`config.mk`:
```
export PLATFORM = sky130hd
export DESIGN_NAME = serial_deser
export DESIGN_NICKNAME = d
export VERILOG_FILES = /design/src/rtl/serial_deser_pkg.sv /design/src/rtl/sipo_shift_core.sv /design/src/rtl/serial_deser.sv
export SDC_FILE = /design/constraint.sdc
export NUM_CORES = 1
export LEC_CHECK = 0
export BUFFER_PORTS_ARGS = -buffer_cell sky130_fd_sc_hd__buf_2
export CORE_MARGIN = 2
export CORE_UTILIZATION = 55
export DETAILED_ROUTE_END_ITERATION = 6
export MAX_ROUTING_LAYER = met4
export PLACE_DENSITY = 0.77
export SYNTH_ARGS = -nofsm -noshare
export SYNTH_HDL_FRONTEND = slang
export SYNTH_HIERARCHICAL = 1
export SYNTH_SLANG_ARGS = --single-unit
```
`constraint.sdc`:
```
create_clock -name clk -period 2.31 [get_ports clk]
set_input_delay 0.693 -clock clk [delete_from_list [all_inputs] [get_ports clk]]
set_output_delay 0.693 -clock clk [all_outputs]
set_load 0.01 [all_outputs]
```
`src/rtl/serial_deser_pkg.sv`:
```
// ============================================================================
// Module      : serial_deser_pkg
// Description : Shared types, defaults and frame-length helper for serial_deser.
// Revision    : 1.0 - initial release
// ============================================================================
`default_nettype none

package serial_deser_pkg;

    typedef enum logic [0:0] {
        S_IDLE = 1'b0,
        S_HOLD = 1'b1
    } state_t;

    localparam int DESER_WIDTH_DEF = 8;

    // One extra bit per frame when an even-parity bit trails the data.
    function automatic int frame_len(input int width, input bit parity);
        return parity ? width + 1 : width;
    endfunction

endpackage

`default_nettype wire

```
`src/rtl/sipo_shift_core.sv`:
```
// ============================================================================
// Module      : sipo_shift_core
// Description : Serial-in shift register, bit counter and frame-done pulse.
// Revision    : 1.0 - initial release
// ============================================================================
`default_nettype none

module sipo_shift_core
    import serial_deser_pkg::*;
#(
    parameter int WIDTH     = DESER_WIDTH_DEF,
    parameter int MSB_FIRST = 1,
    parameter bit PARITY_EN = 1'b0,
    parameter int CNT_W     = $clog2(WIDTH + 1)
) (
    input  logic             clk,
    input  logic             reset_n,
    input  logic             d_in,
    input  logic             bit_en,
    output logic [WIDTH-1:0] word,
    output logic             frame_done,
    output logic [CNT_W-1:0] bit_cnt
);

    localparam int              FRAME_LEN = frame_len(WIDTH, PARITY_EN);
    localparam logic [CNT_W-1:0] LAST_CNT = CNT_W'(FRAME_LEN - 1);

    logic [WIDTH-1:0] shift_reg;
    logic [WIDTH-1:0] shift_next;
    logic             data_bit;

    generate
        if (MSB_FIRST != 0) begin : g_msb_first
            assign shift_next = {shift_reg[WIDTH-2:0], d_in};
        end else begin : g_lsb_first
            assign shift_next = {d_in, shift_reg[WIDTH-1:1]};
        end
    endgenerate

    // With parity the last bit of a frame is not data: the word is already
    // complete in the register and the current bit must not be shifted in.
    generate
        if (PARITY_EN) begin : g_parity
            assign data_bit = (bit_cnt != LAST_CNT);
            assign word     = shift_reg;
        end else begin : g_no_parity
            assign data_bit = 1'b1;
            assign word     = shift_next;
        end
    endgenerate

    assign frame_done = bit_en && (bit_cnt == LAST_CNT);

    always_ff @(posedge clk or negedge reset_n) begin
        if (!reset_n) begin
            shift_reg <= '0;
            bit_cnt   <= '0;
        end else if (bit_en) begin
            if (data_bit) begin
                shift_reg <= shift_next;
            end
            bit_cnt <= frame_done ? '0 : bit_cnt + CNT_W'(1);
        end
    end

endmodule

`default_nettype wire

```
`src/rtl/serial_deser.sv`:
```
// ============================================================================
// Module      : serial_deser
// Description : Serial-to-parallel deserializer with valid/ready output and
//               sticky overrun flag. Optional parity check: SERIAL_DESER_PARITY_CHK_EN.
// Revision    : 1.0 - initial release
// ============================================================================
`default_nettype none

module serial_deser
    import serial_deser_pkg::*;
#(
    parameter int WIDTH     = DESER_WIDTH_DEF,
    parameter int MSB_FIRST = 1
) (
    input  logic                         clk,
    input  logic                         reset_n,
    input  logic                         d_in,
    input  logic                         bit_en,
    input  logic                         ready_in,
    input  logic                         clr_ovr_in,
    output logic [WIDTH-1:0]             data_out,
    output logic                         valid_out,
    output logic                         overrun_out,
`ifdef SERIAL_DESER_PARITY_CHK_EN
    output logic                         par_err_out,
`endif
    output logic [$clog2(WIDTH+1)-1:0]   bit_cnt_out
);

`ifdef SERIAL_DESER_PARITY_CHK_EN
    localparam bit PARITY_EN = 1'b1;
`else
    localparam bit PARITY_EN = 1'b0;
`endif
    localparam int CNT_W = $clog2(WIDTH + 1);

    logic [WIDTH-1:0] word;
    logic             frame_done;
    state_t           state;

    sipo_shift_core #(
        .WIDTH     (WIDTH),
        .MSB_FIRST (MSB_FIRST),
        .PARITY_EN (PARITY_EN),
        .CNT_W     (CNT_W)
    ) u_core (
        .clk        (clk),
        .reset_n    (reset_n),
        .d_in       (d_in),
        .bit_en     (bit_en),
        .word       (word),
        .frame_done (frame_done),
        .bit_cnt    (bit_cnt_out)
    );

`ifdef SERIAL_DESER_PARITY_CHK_EN
    // On the completing edge d_in carries the parity bit itself.
    logic par_calc;
    assign par_calc = (^word) ^ d_in;

    always_ff @(posedge clk or negedge reset_n) begin
        if (!reset_n) begin
            par_err_out <= 1'b0;
        end else if (frame_done && ((state == S_IDLE) || ready_in)) begin
            par_err_out <= par_calc;
        end
    end
`endif

    always_ff @(posedge clk or negedge reset_n) begin
        if (!reset_n) begin
            state       <= S_IDLE;
            data_out    <= '0;
            valid_out   <= 1'b0;
            overrun_out <= 1'b0;
        end else begin
            if (clr_ovr_in) begin
                overrun_out <= 1'b0;
            end
            case (state)
                S_IDLE: begin
                    if (frame_done) begin
                        data_out  <= word;
                        valid_out <= 1'b1;
                        state     <= S_HOLD;
                    end
                end
                S_HOLD: begin
                    if (ready_in) begin
                        if (frame_done) begin
                            data_out <= word;
                        end else begin
                            valid_out <= 1'b0;
                            state     <= S_IDLE;
                        end
                    end else if (frame_done) begin
                        // Placed after the clear so a same-edge overrun wins.
                        overrun_out <= 1'b1;
                    end
                end
                default: begin
                    state     <= S_IDLE;
                    valid_out <= 1'b0;
                end
            endcase
        end
    end

endmodule

`default_nettype wire

```
== After elaboration in Yosys (flattened, before gate mapping) ==
Index checks and enable logic that the tools add are counted.

* $add $sub $neg: 1
* Equality and inequality tests: 4
* Multiplexer cells: 15
* Bitwise logic cells: 1
* Reduce and logical (&&, ||, !) cells: 2

{| class="wikitable"
|+ Operator list
! operator !! number
|-
| two-way mux 8 bit || 2
|-
| one-hot mux 8 bit (2 select lines) || 1
|-
| two-way mux 1 bit || 9
|-
| adder 4 x 1 -> 4 bit, second input constant || 1
|-
| equality test 4 x 3 -> 1 bit, second input constant || 1
|-
| two-way mux 4 bit || 1
|-
| != test 2 bit, second input constant || 2
|-
| one-hot mux 1 bit (2 select lines) || 2
|-
| AND reduction 3 bit || 1
|-
| != test 2 x 1 -> 1 bit, second input constant || 1
|-
| logical AND 1 bit || 1
|-
| NOT 1 bit || 1
|}

* Register bits after elaboration: 22
* Bits of input ports: 6
* Logic and storage cells: 29

== Depth between registers and ports, before layout ==
Gate-level depths: netlist of the first run.

* Word-level depth: 5
* Gate-level depth with buffers: 5
* Mapped depth without buffers: 5

== Modules after synthesis ==
The synthesis of the first run kept the hierarchy.

{| class="wikitable"
|+ By module, submodules not included
! module !! times used !! cells an instance !! area an instance (µm²)
|-
| sipo_shift_core || 1 || 32 || 495.5
|-
| serial_deser || 1 || 29 || 455.4
|}

== Worst setup path before layout of the first run ==
OpenSTA, ideal clock, no wires.

* Kind: input to register
* From: in bit_en
* To: reg data_out[0]
* Setup time: 0.125 ns
* Arrival: 1.655 ns
* Slack: 0.530 ns
* Stages on the path: 5
* Path through: buf_6 > nand2_2 > nor3b_2 > nand2_4 > mux2_4

* Cells in the longest elaborated chain, start to end: 4

{| class="wikitable"
|+ Ends and longest elaborated chain
! element !! RTL line !! text
|-
| from (decl) || serial_deser.sv:18 || <nowiki>input logic bit_en,</nowiki>
|-
| logical AND 1 bit * || sipo_shift_core.sv:52 || <nowiki>assign frame_done = bit_en && (bit_cnt == LAST_CNT);</nowiki>
|-
| via frame_done || serial_deser.sv:38 || <nowiki>logic frame_done;</nowiki>
|-
| two-way mux 8 bit * || -- ||
|-
| two-way mux 8 bit || -- ||
|-
| one-hot mux 8 bit (2 select lines) * || -- ||
|-
| to (signal assigned) || serial_deser.sv:83 || <nowiki>data_out <= word;</nowiki>
|-
| to (signal assigned) || serial_deser.sv:91 || <nowiki>data_out <= word;</nowiki>
|-
| to (decl) || serial_deser.sv:21 || <nowiki>output logic [WIDTH-1:0] data_out,</nowiki>
|}

Mark *: on every way through the listed nets, which the timed path passes. The rest lies on a longest branch. The select of a mux whose other input is x is not followed.
A chain may end at the register's enable or synchronous reset.

== Worst setup path in the final report of the first run ==
* From: reg u_core.bit_cnt[0]
* To: reg data_out[2]

* Cells in the longest elaborated chain, start to end: 5

{| class="wikitable"
|+ Ends and longest elaborated chain
! element !! RTL line !! text
|-
| from (decl) || sipo_shift_core.sv:22 || <nowiki>output logic [CNT_W-1:0] bit_cnt</nowiki>
|-
| from (signal assigned) || sipo_shift_core.sv:62 || <nowiki>bit_cnt <= frame_done ? '0 : bit_cnt + CNT_W'(1);</nowiki>
|-
| equality test 4 x 3 -> 1 bit * || sipo_shift_core.sv:52 ||
|-
| logical AND 1 bit * || sipo_shift_core.sv:52 ||
|-
| via frame_done || serial_deser.sv:38 ||
|-
| two-way mux 8 bit * || -- ||
|-
| two-way mux 8 bit || -- ||
|-
| one-hot mux 8 bit (2 select lines) * || -- ||
|}

Marked as above.

==> results.txt, run 1 <==
R2R cell count: 5
mean area per synthesized cell: 15.6 um2
number of synthesized flops with an enable pin: 0
setup bufs post-CTS: 0
syn_nets: 68
Critical Path RT: 2520 ps
DRC viols: 0
core area: 1670 um2
via-per-instance ratio: 5.29
Hold Path Class: input pin to asynchronous set/reset pin
period utilization: 72.7%
fmax: 0.596 GHz
Crit Path Max Fanout: 8
area share of the largest cell type after synthesis: 57.9%
Worst Tran Pin Value: 464 ps
sequential share of the synthesized area: 57.9%
worst r2r dst: data_out[2]
Synth warnings: 6
status: complete, no violations
full die area: 2080 um2
CTS max path bufs: 2
final WL: 1.45 mm
drt wl/cell: 14.5 um
Final Slew Violations: 0
synth top area cells: dfrtp_1 (58%), mux2_4 (22%), mux2_2 (2.4%)
Pleak: 0.580 nW
die span in x: 45.6 um
Crit Reg-Reg Startpoint: u_core/bit_cnt[0]
antenna violations before repair: 0
Worst path max stage delay: 430 ps
Final Hold Fails: 0
met1 usage: 24.6%
Die Span Y: 45.6 um
Final ANT Viol Nets: 0
layout cell share with drive strength beyond 1: 54.2%
top-count cell post-synth: dfrtp_1
slowest library cell on the worst path: dfrtp_1
initial cell density of the core: 56.9%
CP cell instances: ha_1, nand2_2, nor3b_2, nand2_4, mux2_4
CTS tree: done
cell area after synthesis: 951 um2
ANT cells: 0
number of global-route vias before repair: 539
Async S/R FF share, synth: 100%
worst-case vdd ir drop: 0.788 mV
DPL Wire Length: 983 um
CTS H-tree depth: 1
most frequent cells after synthesis: dfrtp_1 (22), mux2_4 (14), inv_1 (3)
GPL Wtd Cong: 0.767
remaining global-route overflow: 0
num rows: 15
clk_skew: 1.36 ps
M2 GR Usage: 24.8%
final setup vio count: 0
Seq cells post-synth: 22
vias: 529
worst setup margin: 631 ps
Crit. End Element: register
startpoint types: register
Post-Route Setup TNS: 0 ps
root buffer cell: clkbuf_4
predominant post-synthesis flop cell: dfrtp_1
RSZ-0062 raised after global routing: false
Max-Cap Viols: 0
Worst slew margin: 69.1%
internal reg-to-reg setup slack: 630 ps
clock-pin slew on the worst setup and hold paths: 120 ps
Nets: 91
total track usage: 17.8%
largest net degree at the start of global routing: 23
Largest register FFs: 8
CTS buffer count: 3
pwr dens: 1240 nW/um2
hold_buf cts: 0
number of DRC markers in iteration 0: 3
worst slack at placement: 472 ps
first-pass GRT wire length: 2.46 mm
clk_lat worst skew: 300 ps
Pwr Total: 1.38 mW
Layout area overhead: 16.6%
total I/O pin count: 20
Port-buffer cells: 19
leading area contributor after synthesis: dfrtp_1
layer with the highest usage: met2
drt pass-1 iters: 3
Sink Count: 22
critical path class: register to register
Synth Instances: 61
post-cts gate resize count: 0
Unique masters post-synth: 22
crit path DAT: 1880 ps
met3 usage in global routing: 3.57%
min Tclk post-route: 1680 ps
how the worst max path moves through the flow:
stage,from,endpoint,slack [ps]
after global placement,bit_en,data_out[2],510
after global routing,u_core/bit_cnt[0],data_out[0],530
after detailed placement,bit_en,data_out[3],470
after CTS,u_core/bit_cnt[0],data_out[0],630
after floorplan,bit_en,data_out[0],530
final,u_core/bit_cnt[0],data_out[2],630
cells by family (layout without fill, tap and decap cells):
| kind of cell | after synthesis | after routing | share of synthesized area, % |
|---|---|---|---|
| flops | 22 | 22 | 57.9 |
| mux | 17 | 17 | 25.7 |
| simple gates | 11 | 11 | 8.82 |
| buf+inv | 5 | 27 | 3.16 |
| compound gates | 4 | 4 | 2.24 |
| fa+ha+maj | 1 | 1 | 1.32 |
| xor+xnor | 1 | 1 | 0.921 |
power by group:
part	internal [mW]	total [mW]	leakage (nW)	switching [mW]
Sequential	0.528	0.639	0.270	0.111
Clock	0.175	0.292	0.0279	0.117
Combinational	0.269	0.446	0.282	0.177
Total	0.972	1.38	0.580	0.405
critical path, delay by kind of cell (launching register included):
family	cells	cell delay [ps]
adder cells (fa/ha/maj)	1	220
flip-flops	1	430
multiplexers	1	330
AND/OR/NAND/NOR	3	590
final cells by class:
cell class,instances,area (um2)
clock buffers,3,22.5
clock inverters,1,30.0
fillers,128,562
inverters,3,11.3
multi-input cells,34,370
flip-flops and latches,22,551
well taps,17,21.3
repair buffers,20,103
routing by layer:
metal  wire [um]  up-vias
met4          19        0
met2         647       14
met1         728      262
met5           0        -
li1            -      251
met3          52        2
cells in the final DEF, fill, tap and decap left out, drive strengths merged, types with 2 or more instances in the layout:
master	instances
buf	20
clkbuf	3
dfrtp	22
inv	3
mux2	17
nand2	3
nand2b	3
nor2	2
o21ai	2
metrics by stage:
step                instance area (um2)  cells  utilization [%]  hold WS [ps]
floorplan                           951     61                -           397
global placement                   1060     96             63.2           492
detailed placement                 1060     96             63.2           495
CTS                                1110    100             66.4           332
global route                       1110    100             66.4           335
finish                             1110    100             66.4           317
Power figures use the tool's default switching activity.
==> inputs of run 2 (changes only) <==
--- a/config.mk
+++ b/config.mk
@@ -7,10 +7,10 @@
 export LEC_CHECK = 0
 export BUFFER_PORTS_ARGS = -buffer_cell sky130_fd_sc_hd__buf_2
 export CORE_MARGIN = 2
-export CORE_UTILIZATION = 55
+export CORE_UTILIZATION = 51
 export DETAILED_ROUTE_END_ITERATION = 6
 export MAX_ROUTING_LAYER = met4
-export PLACE_DENSITY = 0.77
+export PLACE_DENSITY = 0.72
 export SYNTH_ARGS = -nofsm -noshare
 export SYNTH_HDL_FRONTEND = slang
 export SYNTH_HIERARCHICAL = 1
==> constraint.sdc (replaced) <==
create_clock -name clk -period 1.6 [get_ports clk]
set_input_delay 0.48 -clock clk [delete_from_list [all_inputs] [get_ports clk]]
set_output_delay 0.48 -clock clk [all_outputs]
set_load 0.01 [all_outputs]
==> run 2 against run 1 <==
Compared with the run above: sequential share of layout area shrank 1.3 points; highest routed layer unchanged; critical path type unchanged; global-route usage shrank 2.0 points; non-clock buffer count grew 4; sequential power grew 44%.
==> results.txt, run 2 (synthesis gave the netlist of run 1 again) <==
status: complete, no violations
min Tclk post-route: 1520 ps
Critical Path RT: 1800 ps
commonest non-fill, non-tap cell in the layout: dfrtp_1
drt pass-1 iters: 2
first-pass GRT wire length: 2.28 mm
final-layout fill cell count: 141
critical path class: register to register
clock-pin slew on the worst setup and hold paths: 120 ps
initial cell density of the core: 54.5%
clk_skew: 2.55 ps
remaining global-route overflow: 0
largest net degree at the start of global routing: 23
fmax: 0.659 GHz
DRC viols: 0
Worst slew margin: 67.9%
Placed Instances: 106
Final Hold Fails: 0
Sink Count: 22
Nets: 95
Worst Tran Pin Value: 481 ps
final WL: 1.49 mm
Crit Path Max Fanout: 8
num rows: 15
Die Span Y: 47.2 um
hold_buf cts: 0
vias: 557
total I/O pin count: 20
Pleak: 0.597 nW
CP cell instances: ha_1, nand2_2, nor3b_4, nand2_4, mux2_4
Post-Route Setup TNS: 0 ps
CTS max path bufs: 2
Crit. End Element: register
total track usage: 15.8%
Final Slew Violations: 0
number of DRC markers in iteration 0: 2
ANT cells: 0
Largest register FFs: 8
period utilization: 94.8%
clk_lat worst skew: 300 ps
startpoint types: register
Final ANT Viol Nets: 0
Layout area overhead: 19.7%
drt wl/cell: 13.3 um
number of global-route vias before repair: 485
Pwr Total: 1.94 mW
Max-Cap Viols: 0
CTS buffer count: 3
RSZ-0062 raised after global routing: false
WHS: 112 ps
pwr dens: 1700 nW/um2
Hold Path Class: input pin to asynchronous set/reset pin
commonest cells after routing, fill and taps aside: dfrtp_1 (22), buf_2 (19), mux2_4 (14)
GPL Wtd Cong: 0.714
Worst path max stage delay: 410 ps
Port-buffer cells: 19
via-per-instance ratio: 4.97
final setup vio count: 0
layout cell share with drive strength beyond 1: 56.3%
DPL Wire Length: 1.04 mm
worst-case vdd ir drop: 0.888 mV
CTS H-tree depth: 1
crit path DAT: 1720 ps
root buffer cell: clkbuf_4
antenna violations before repair: 0
slowest library cell on the worst path: dfrtp_1
core area: 1750 um2
full die area: 2230 um2
Post-Layout Cell Count: 112
die span in x: 47.2 um
CTS tree: done
[run 2: repair_timing]
item / in CTS / in global routing
gates resized for setup: 0 / 1
setup endpoints to repair: 0 / 8
setup buffers: 0 / 2
[run 2: area by class of cell]
type / instances / area [um2] / share of cell area (%)
multi-input combinational: 34 / 377 / 33.1
clock buffer: 4 / 36.3 / 3.19
timing repair buffer: 24 / 133 / 11.6
inverter: 3 / 11.3 / 0.989
tap: 25 / 31.3 / 2.75
sequential: 22 / 551 / 48.4
[run 2: path summary, 6_finish.rpt]
kind,cells after the start,slack (ps),end,startpoint
setup / recovery,5,80,data_out[4],u_core/bit_cnt[1]
hold / removal,1,110,overrun_out,reset_n
setup reg to reg,5,80,data_out[4],u_core/bit_cnt[1]
hold reg to reg,1,520,data_out[5],data_out[5]
max in group asynchronous,1,1160,u_core/bit_cnt[1],reset_n
min in group clk,2,340,overrun_out,clr_ovr_in
[run 2: through the flow]
step	setup WS [ps]	area, um2	util [%]
global route	1.27	1140	65.2
finish	82.7	1140	65.2
CTS	36.7	1120	64.0
global placement	92.8	1080	61.9
detailed placement	67.1	1080	61.9
floorplan	23.3	951	-
[run 2: critical path, delay by kind of cell (launching register included)]
family	cells	cell delay [ps]
simple gates	3	470
mux	1	320
fa+ha+maj	1	210
flops	1	410
[run 2: power by group]
group	switching, mW	internal [mW]
clock	0.164	0.139
combinational	0.278	0.441
sequential	0.157	0.762
total	0.598	1.34
[run 2: metal layers]
metal / vias up / track usage, % / wire (um)
met1: 276 / 21.9 / 729
li1: 260 / - / -
met5: - / - / 0
met4: 0 / 8.33 / 29
met3: 5 / 3.46 / 61
met2: 16 / 21.6 / 666
